$ cat src/rtl/enkel_pkg.sv
`default_nettype none
// ============================================================================
// Module  : enkel_pkg
// Purpose : Shared definitions for the enkel accumulator computer: opcode
//           encodings, the HALT argument, the control FSM state type and a
//           helper that forms the RAM operand address from an instruction
//           argument.
// Ports   : none (package)
// Revision: 1.0 - initial release
// ============================================================================
package enkel_pkg;

    // Instruction = {op[2:0], arg[4:0]}
    localparam logic [2:0] OP_ADD  = 3'b000;
    localparam logic [2:0] OP_NOT  = 3'b001;
    localparam logic [2:0] OP_GET  = 3'b010;
    localparam logic [2:0] OP_PUT  = 3'b011;
    localparam logic [2:0] OP_FEED = 3'b100;
    localparam logic [2:0] OP_LD   = 3'b101;
    localparam logic [2:0] OP_JMPB = 3'b110;
    localparam logic [2:0] OP_SYS  = 3'b111;

    // OP_SYS with this argument halts; any other argument means SHOW.
    localparam logic [4:0] HALT_ARG = 5'h1F;

    typedef enum logic [1:0] {
        IDLE  = 2'd0,
        FETCH = 2'd1,
        EXEC  = 2'd2,
        HALT  = 2'd3
    } state_t;

    // Memory operands live on 8-byte boundaries: the 5-bit argument selects
    // one of 32 slots spread across the 256-byte RAM.
    function automatic logic [7:0] operand_addr(input logic [4:0] arg);
        return {arg, 3'b000};
    endfunction

endpackage
`default_nettype wire

$ cat src/rtl/enkel_computer_ram.sv
`default_nettype none
// ============================================================================
// Module  : ram_256x8
// Purpose : Single-port RAM, synchronous write and asynchronous
//           (combinational) read. Contents are not affected by reset.
// Ports   : clk      - write clock
//           i_we     - write enable
//           i_addr   - read/write address
//           i_wdata  - write data
//           o_rdata  - combinational read data at i_addr
// Revision: 1.0 - initial release
// ============================================================================
module ram_256x8 #(
    parameter int AW = 8,
    parameter int DW = 8
) (
    input  logic          clk,
    input  logic          i_we,
    input  logic [AW-1:0] i_addr,
    input  logic [DW-1:0] i_wdata,
    output logic [DW-1:0] o_rdata
);

    logic [DW-1:0] r_mem [0:(2**AW)-1];

    always_ff @(posedge clk) begin
        if (i_we) begin
            r_mem[i_addr] <= i_wdata;
        end
    end

    assign o_rdata = r_mem[i_addr];

endmodule
`default_nettype wire

$ cat src/rtl/enkel_computer.sv
`default_nettype none
// ============================================================================
// Module  : enkel_computer
// Purpose : 8-bit accumulator computer with a built-in 256x8 RAM and an
//           external programmer port. prog_sel=0 gives the RAM to the
//           programmer and freezes the CPU; prog_sel=1 gives it to the CPU,
//           which starts fetching from address 0 when trigger is seen in
//           IDLE. Every instruction takes one FETCH and one EXEC cycle.
// Ports   : clk, reset_n (async, active-low)
//           trigger                  - run request, sampled in IDLE
//           prog_sel                 - RAM owner: 0=programmer, 1=CPU
//           prog_addr/wdata/we       - programmer RAM access
//           prog_rdata               - async read at the muxed address
//           show_out                 - display register
//           carry, status            - carry flag, 1=halted
//           pc, acc, breg, ir        - debug views of CPU registers
// Revision: 1.0 - initial release
// ============================================================================
module enkel_computer
    import enkel_pkg::*;
#(
    parameter int AW = 8,
    parameter int DW = 8
) (
    input  logic          clk,
    input  logic          reset_n,
    input  logic          trigger,
    input  logic          prog_sel,
    input  logic [AW-1:0] prog_addr,
    input  logic [DW-1:0] prog_wdata,
    input  logic          prog_we,
    output logic [DW-1:0] prog_rdata,
    output logic [DW-1:0] show_out,
    output logic          carry,
    output logic          status,
    output logic [AW-1:0] pc,
    output logic [DW-1:0] acc,
    output logic [DW-1:0] breg,
    output logic [DW-1:0] ir
);

    state_t        r_state;
    state_t        w_state_next;

    logic [AW-1:0] r_pc;
    logic [DW-1:0] r_acc;
    logic [DW-1:0] r_breg;
    logic [DW-1:0] r_ir;
    logic [DW-1:0] r_show;
    logic          r_carry;
    logic          r_status;

    logic [2:0]    w_op;
    logic [4:0]    w_arg;
    logic          w_is_halt;
    logic [DW:0]   w_sum;

    logic [AW-1:0] w_cpu_addr;
    logic          w_cpu_we;
    logic [AW-1:0] w_ram_addr;
    logic          w_ram_we;
    logic [DW-1:0] w_ram_wdata;
    logic [DW-1:0] w_rdata;

    assign w_op      = r_ir[7:5];
    assign w_arg     = r_ir[4:0];
    assign w_is_halt = (w_op == OP_SYS) && (w_arg == HALT_ARG);
    assign w_sum     = {1'b0, r_acc} + {1'b0, r_breg};

    // CPU drives the instruction address in FETCH and the operand address in
    // EXEC. The write strobe depends on r_state, which resets asynchronously,
    // so a reset during EXEC of PUT drops the strobe before the next edge.
    assign w_cpu_addr = (r_state == EXEC) ? AW'(operand_addr(w_arg)) : r_pc;
    assign w_cpu_we   = (r_state == EXEC) && (w_op == OP_PUT);

    assign w_ram_addr  = prog_sel ? w_cpu_addr : prog_addr;
    assign w_ram_we    = prog_sel ? w_cpu_we   : prog_we;
    assign w_ram_wdata = prog_sel ? r_acc      : prog_wdata;

    ram_256x8 #(
        .AW (AW),
        .DW (DW)
    ) u_ram (
        .clk     (clk),
        .i_we    (w_ram_we),
        .i_addr  (w_ram_addr),
        .i_wdata (w_ram_wdata),
        .o_rdata (w_rdata)
    );

    // ------------------------------------------------------------------
    // Control FSM
    // ------------------------------------------------------------------
    always_ff @(posedge clk or negedge reset_n) begin
        if (!reset_n) begin
            r_state <= IDLE;
        end else begin
            r_state <= w_state_next;
        end
    end

    always_comb begin
        w_state_next = r_state;
        // Programmer ownership freezes the sequencer wherever it is.
        if (prog_sel) begin
            case (r_state)
                IDLE:    if (trigger) w_state_next = FETCH;
                FETCH:   w_state_next = EXEC;
                EXEC:    w_state_next = w_is_halt ? HALT : FETCH;
                HALT:    w_state_next = HALT;
                default: w_state_next = IDLE;
            endcase
        end
    end

    // ------------------------------------------------------------------
    // Datapath
    // ------------------------------------------------------------------
    always_ff @(posedge clk or negedge reset_n) begin
        if (!reset_n) begin
            r_pc     <= '0;
            r_acc    <= '0;
            r_breg   <= '0;
            r_ir     <= '0;
            r_show   <= '0;
            r_carry  <= 1'b0;
            r_status <= 1'b0;
        end else if (prog_sel) begin
            case (r_state)
                FETCH: begin
                    r_ir <= w_rdata;
                    r_pc <= r_pc + AW'(1);
                end
                EXEC: begin
                    case (w_op)
                        OP_ADD:  {r_carry, r_acc} <= w_sum;
                        OP_NOT:  r_acc  <= ~r_breg;
                        OP_GET:  r_breg <= w_rdata;
                        OP_FEED: r_breg <= DW'(w_arg);
                        OP_LD:   r_acc  <= r_breg;
                        // pc already points past the JMPB, so the offset is
                        // relative to the following instruction.
                        OP_JMPB: if (r_carry) r_pc <= r_pc + AW'(r_breg);
                        OP_SYS: begin
                            if (w_arg == HALT_ARG) begin
                                r_status <= 1'b1;
                            end else begin
                                r_show <= r_acc;
                            end
                        end
                        default: ; // OP_PUT: RAM write via w_cpu_we
                    endcase
                end
                default: ;
            endcase
        end
    end

    assign prog_rdata = w_rdata;
    assign show_out   = r_show;
    assign carry      = r_carry;
    assign status     = r_status;
    assign pc         = r_pc;
    assign acc        = r_acc;
    assign breg       = r_breg;
    assign ir         = r_ir;

endmodule
`default_nettype wire

$ cat config.mk
export PLATFORM = sky130hd
export DESIGN_NAME = enkel_computer
export DESIGN_NICKNAME = d
export VERILOG_FILES = /design/src/rtl/enkel_pkg.sv /design/src/rtl/enkel_computer_ram.sv /design/src/rtl/enkel_computer.sv
export SDC_FILE = /design/constraint.sdc
export NUM_CORES = 2
export LEC_CHECK = 0
export ABC_AREA = 1
export CAP_MARGIN = 20
export CORE_MARGIN = 1
export CORE_UTILIZATION = 30
export DETAILED_ROUTE_END_ITERATION = 7
export PLACE_DENSITY = 0.49
export SLEW_MARGIN = 40
export SYNTH_ARGS = -nofsm -noshare
export SYNTH_HDL_FRONTEND = slang
export SYNTH_SLANG_ARGS = --single-unit
$ cat constraint.sdc
create_clock -name clk -period 15.9 [get_ports clk]
set_input_delay 3.18 -clock clk [delete_from_list [all_inputs] [get_ports clk]]
set_output_delay 3.18 -clock clk [all_outputs]
set_load 0.03 [all_outputs]
======== Word-level counts from Yosys, hierarchy flattened ========
Memories as Yosys holds them, arrays and structs flattened.
Index checks and enable logic that the tools add are counted.
word-level totals
  flip-flop bits (word level) ............. 44
  RAM bits ................................ 2,048
  output and inout bits ................... 50
  memories kept ........................... 1
operators by class
  add/subtract/negate cells ............... 3
  equality and inequality tests ........... 14
  multiplexer cells ....................... 14
  bitwise gates (word level) .............. 2
  reduce and logical (&&, ||, !) cells .... 15
memory list
  name         depth  bits a word  rd ports  clocked after memory_dff  write ports  line                      RTL
  u_ram.r_mem  256    8            1         0                         1            enkel_computer_ram.sv:24  logic [DW-1:0] r_mem [0:(2**AW)-1];
operators with widths
  kind                   count
  $mux W8                5
  $pmux W8 S2            2
  $pmux W8 S3            1
  $eq A3 B3 Y1 const B   4
  $reduce_and A4 Y1      3
  $add A8 B8 Y9          1
  $reduce_and A3 Y1      3
  $add A8 B1 Y8 const B  1
  $add A8 B8 Y8          1
  $not A8 Y8             1
  $pmux W2 S4            1
  $eq A3 B2 Y1 const B   2
  $eq A5 B5 Y1 const B   1
  $eq A2 B2 Y1 const B   2
  $mux W2                2
  $ne A2 B2 Y1 const B   2
  $reduce_and A2 Y1      2
  $reduce_bool A2 Y1     2
  $eq A3 B1 Y1 const B   1
  $logic_not A3 Y1       1
  $mux W1                3
  $reduce_bool A3 Y1     1
  $eq A2 B1 Y1 const B   1
  $logic_and A1 B1 Y1    2
  3 further kinds        3

======== Longest topological paths before layout ========
  word-level depth ........................ 5
  gate-level depth with buffers ........... 20
  gate-level depth less buffers ........... 18

======== Cells and area by module ========
A second synthesis with hierarchy kept.
unflattened totals
  cells, all modules ...................... 8,418
  area, all modules ....................... 87,645.3 um^2
modules (own cells, without submodules)
  module          instances  cells an instance  area an instance (um^2)  seq. area each (um^2)
  ram_256x8       1          8,013              84,696.2                 61,499.0
  enkel_computer  1          405                2,949.1                  1,101.1

======== Worst setup path after synthesis ========
OpenSTA, ideal clock, no wires.
  path kind ............................... input -> register
  start point ............................. input port prog_sel
  end point ............................... memory u_ram.r_mem[0][1] (data pin)
  setup time .............................. 2,189 ps
  arrival ................................. 13,353 ps
  required time ........................... 13,711 ps
  setup slack ............................. 358 ps
  stages on the path ...................... 3
  cells stage by stage .................... inv_2 > clkbuf_1 > o21ai_0
between the ends
  longest elaborated chain between the ends .. 1
ends and longest elaborated chain
  what                  line                      RTL
  start, declared       enkel_computer.sv:28      input logic prog_sel,
  $mux W8               enkel_computer.sv:78      assign w_ram_wdata = prog_sel ? r_acc : prog_wdata;
  via u_ram.i_wdata[1]  enkel_computer_ram.sv:20  input logic [DW-1:0] i_wdata,
  end, declared         enkel_computer_ram.sv:24
The timed path passes the listed nets, and every way through them passes these cells.

======== Worst setup path in the final report ========
  start point ............................. input port prog_sel
  end point ............................... output port prog_rdata[3]
between the ends
  longest elaborated chain between the ends .. 2
ends and longest elaborated chain
  what             line                  RTL
  $mux W8          enkel_computer.sv:76  assign w_ram_addr = prog_sel ? w_cpu_addr : prog_addr;
  $mem_v2 Z256 W8  n/a
  end, declared    enkel_computer.sv:32  output logic [DW-1:0] prog_rdata,
No other way between the ends.

==> summary.md <==
| Metric | Value |
|---|---|
| Slew Limit Headroom | `between 30% and 40%` |
| Die Ht | `~540 microns` |
| Row count | `197` |
| Final Skew | `between 0.03 and 0.04 ns` |
| Data arrival, critical path | `roughly 9.3 ns` |
| I/O pins | `71` |
| Cells after Synth | `a little over 8000` |
| Hold_sp | `status` |
| Synth top cells by count | `nand2_1 (3434), edfxtp_1 (2048), nand3_1 (788)` |
| DIE WIDTH | `542.0 microns` |
| Synth Warn # | `0` |
| Number of fill cells | `28764` |
| Design Power | `0.01509 W` |
| Area contributors post-synth | `edfxtp_1 (70%), nand2_1 (15%), nand3_1 (4.5%)` |
| Max_cap viols | `0` |
| Clock transition at the registers of the reported paths | `0.06 ns` |
| Startpoint Class | `primary input` |
| Postcts setup bufs | `0` |
| CP endpoint kind | `primary output` |
| Via-to-Cell Ratio | `4.930` |
| Hold path cells | `1` |
| Status | `finished, final reports clean` |
| Async set or reset register ratio after synthesis | `2.103%` |
| Layout cell share with drive strength beyond 1 | `around 8%` |
| Most frequent cell after synthesis | `nand2_1` |
| Die area | `293700 sq um` |
| Worst hold path class | `reg2reg` |
| Period utilization | `78.15%` |
| Synth unique cells | `41` |
| Synth Cell Area | `between 80000 and 90000 sq um` |
| Area leader, netlist | `edfxtp_1` |
| CTS Hold Bufs | `0` |
| Remaining DRCs | `0` |
| TritonCTS clock tree | `built` |
| CP max stage cell | `a21oi_1` |
| Finished Cell Area | `100100 sq um` |
| Setup violations, final | `0` |
| Worst-Margin Slew | `0.9937 ns` |
| DR iter-0 viols | `about 6300` |
| WP buf/inv | `5` |
| Root Buffer | `clkbuf_16` |
| Drt wl/cell | `22.94 microns` |
| Largest net degree at the start of global routing | `189` |
| Final Wtd Congestion | `approximately 0.84` |
| Initial antenna violation count | `11` |
| Period minus WS final | `about 12 ns` |
| Register area share after synthesis | `71.57%` |
| Unrepaired setup endpoints after global routing | `false` |
| Dpl cell area | `92900 sq um` |
| Share of the synthesized area in the top cell type | `approximately 70%` |
| Post-CTS sizing | `0` |
| Setup_tns | `0 ns` |
| Final Util | `34.63%` |
| Hpwl dp | `156700 microns` |
| # nets final | `~8100` |
| Peak supply drop | `0.0001487 V` |
| Setup Crit Path Kind | `in2out` |
| CTS Sinks | `2092` |
| R2R Setup Slk | `about 11 ns` |
| P_leak | `between 30 and 40 nW` |
| Number of synthesized register bits | `2092` |
| Power Dens Cells | `150.7 nW/um^2` |
| Post-route ant nets | `0` |
| CP Data Required Time | `12.72 ns` |
| Clk buf depth | `3` |
| Area Overhead vs Synth | `14.48%` |
| Worst r2r src | `r_state[0]` |
| Vias in the first global route | `57746` |
| Critical-path cell list | `clkdlybuf4s50_1, inv_2, nand2_1, nand2_8, nand2_8, buf_16, buf_4, nand2_1, nand2_1, nand2_1, nand3_1, nand2_1, nand2_1, nor2_1, nor2_1, nor2_1, nand2_1, a21oi_1, nand2_1, clkdlybuf4s50_1` |
| Syn_nets | `between 8000 and 9000` |
| Worst hold endpoint | `status` |
| Worst path top cell family by delay | `buffers and inverters` |
| CP max FO | `between 40 and 50` |
| CTS buffer count | `215` |
| H-Tree Depth | `4` |
| Worst r2r dst | `ir[4]` |
| Remaining Overflow, GRT | `0` |
| CP max stage delay | `0.70 ns` |
| First-pass iteration count of the detailed router | `5` |
| DR vias | `59746` |
| Core footprint | `289100 sq um` |
| Post-synth EDFFs | `2048` |
| Top FF cell, synth | `edfxtp_1` |
| Clk Latency, worst-skew pair | `0.87 ns` |
| Reg2Reg Depth | `17` |
| Routed WL | `278000 microns` |
| First-pass GRT wire length | `405900 microns` |
| Final hold slack | `0.4675 ns` |
| Final-report hold violation count | `0` |
| Initial Util | `between 30% and 40%` |
| Post-Syn Area per Cell | `~11 sq um` |
| Number of port buffers | `70` |
| Max Transition Viols Final | `0` |
| Most common cell on crit path | `nand2_1` |
| Gr usage total | `a little under a fifth` |
| Peak Freq | `80.48 MHz` |
==> per-stage QoR <==
step	worst slack, ns	instances
after global routing	3.241	12117
final	3.474	12119
after CTS	3.453	12110
after floorplan	0.3577	8109
after global placement	3.290	11709
after detailed placement	3.474	11717
==> power breakdown <==
part / switching [W] / internal [W] / total [W]
logic: 0.00272 / 0.000843 / 0.00356
registers: 0.0000712 / 0.00645 / 0.00652
clock network: 0.00217 / 0.00285 / 0.00501
total: 0.00495 / 0.0101 / 0.0151
==> sequential cells by signal (all words and copies together), names as in the netlist <==
signal	flops
u_ram.r_mem	2048
acc	8
breg	8
ir	8
pc	8
show_out	8
r_state	2
carry	1
status	1
==> cells in the final DEF, fill, tap and decap left out, types with 31 or more instances in the layout <==
| cell type | instances |
|---|---|
| nor2_2 | 155 |
| dfrtp_1 | 44 |
| o21ai_0 | 192 |
| inv_1 | 153 |
| nand2_1 | 3410 |
| edfxtp_1 | 2048 |
| nand3_1 | 787 |
| clkbuf_1 | 39 |
| nand4_1 | 58 |
| clkinv_1 | 62 |
| o21ai_1 | 35 |
| nor3_1 | 31 |
| clkbuf_16 | 221 |
| a21oi_1 | 129 |
| clkdlybuf4s50_1 | 69 |
| clkinv_2 | 36 |
| nor2_1 | 461 |
| buf_4 | 92 |
==> cell families after synthesis <==
logic type / synth area share, %
AOI/OAI and AO/OA: 2.472
DFF: 71.57
xor gates and xnor gates: 0.05006
buffers and inverters: 3.028
and+or+nand+nor: 22.62
adders and majority gates: 0.2603
==> layout make-up <==
class	count	area (sq um)	area share, %
Inverter	161	611.8	0.6110
Tap cell	3880	4855	4.848
Timing Repair Buffer	209	2315	2.312
Clock inverter	133	1176	1.175
Antenna cell	3	7.507	0.007497
Multi-Input combinational cell	5381	22890	22.86
Sequential cell	2092	62600	62.52
Clock buffer	260	5677	5.669
==> layer usage <==
layer / routed length [microns] / vias up / global-route usage [%] / part of all wire, %
li1: - / 27400 / - / -
met1: 123300 / 29861 / 25.93 / 44
met2: 126600 / 2081 / 29.54 / 46
met3: 20110 / 400 / 3.119 / 7.2
met4: 7972 / 4 / 5.718 / 2.9
met5: 27 / - / 0 / 0.0097
==> worst max path at each step <==
| stage | cells past startpoint | endpoint | start | slack, ns |
|---|---|---|---|---|
| global route | 19 | prog_rdata[4] | prog_sel | 3.24 |
| finish | 20 | prog_rdata[3] | prog_sel | 3.47 |
| detailed placement | 19 | prog_rdata[3] | prog_sel | 3.47 |
| CTS | 19 | prog_rdata[3] | prog_sel | 3.45 |
| global placement | 19 | prog_rdata[0] | prog_sel | 3.29 |
| floorplan | 3 | u_ram.r_mem[0][1] | prog_sel | 0.36 |
==> worst register-to-register path, stage by stage, from the launching register on <==
cell and delay, ns:
dfrtp_1 0.40, inv_2 0.14, nand2_1 0.26, nand2_1 0.13, o211ai_1 0.09, o21ai_1 0.38, inv_1 0.16, nor2_2 0.55
inv_1 0.48, nor2_1 0.53, clkinv_1 0.71, nor2_1 0.35, nor2_1 0.16, nand2_1 0.34, a21oi_1 0.13, nand2_1 0.16
nand2_1 0.07, o21ai_1 0.06
Note: power is estimated with default switching activity, not from simulation.
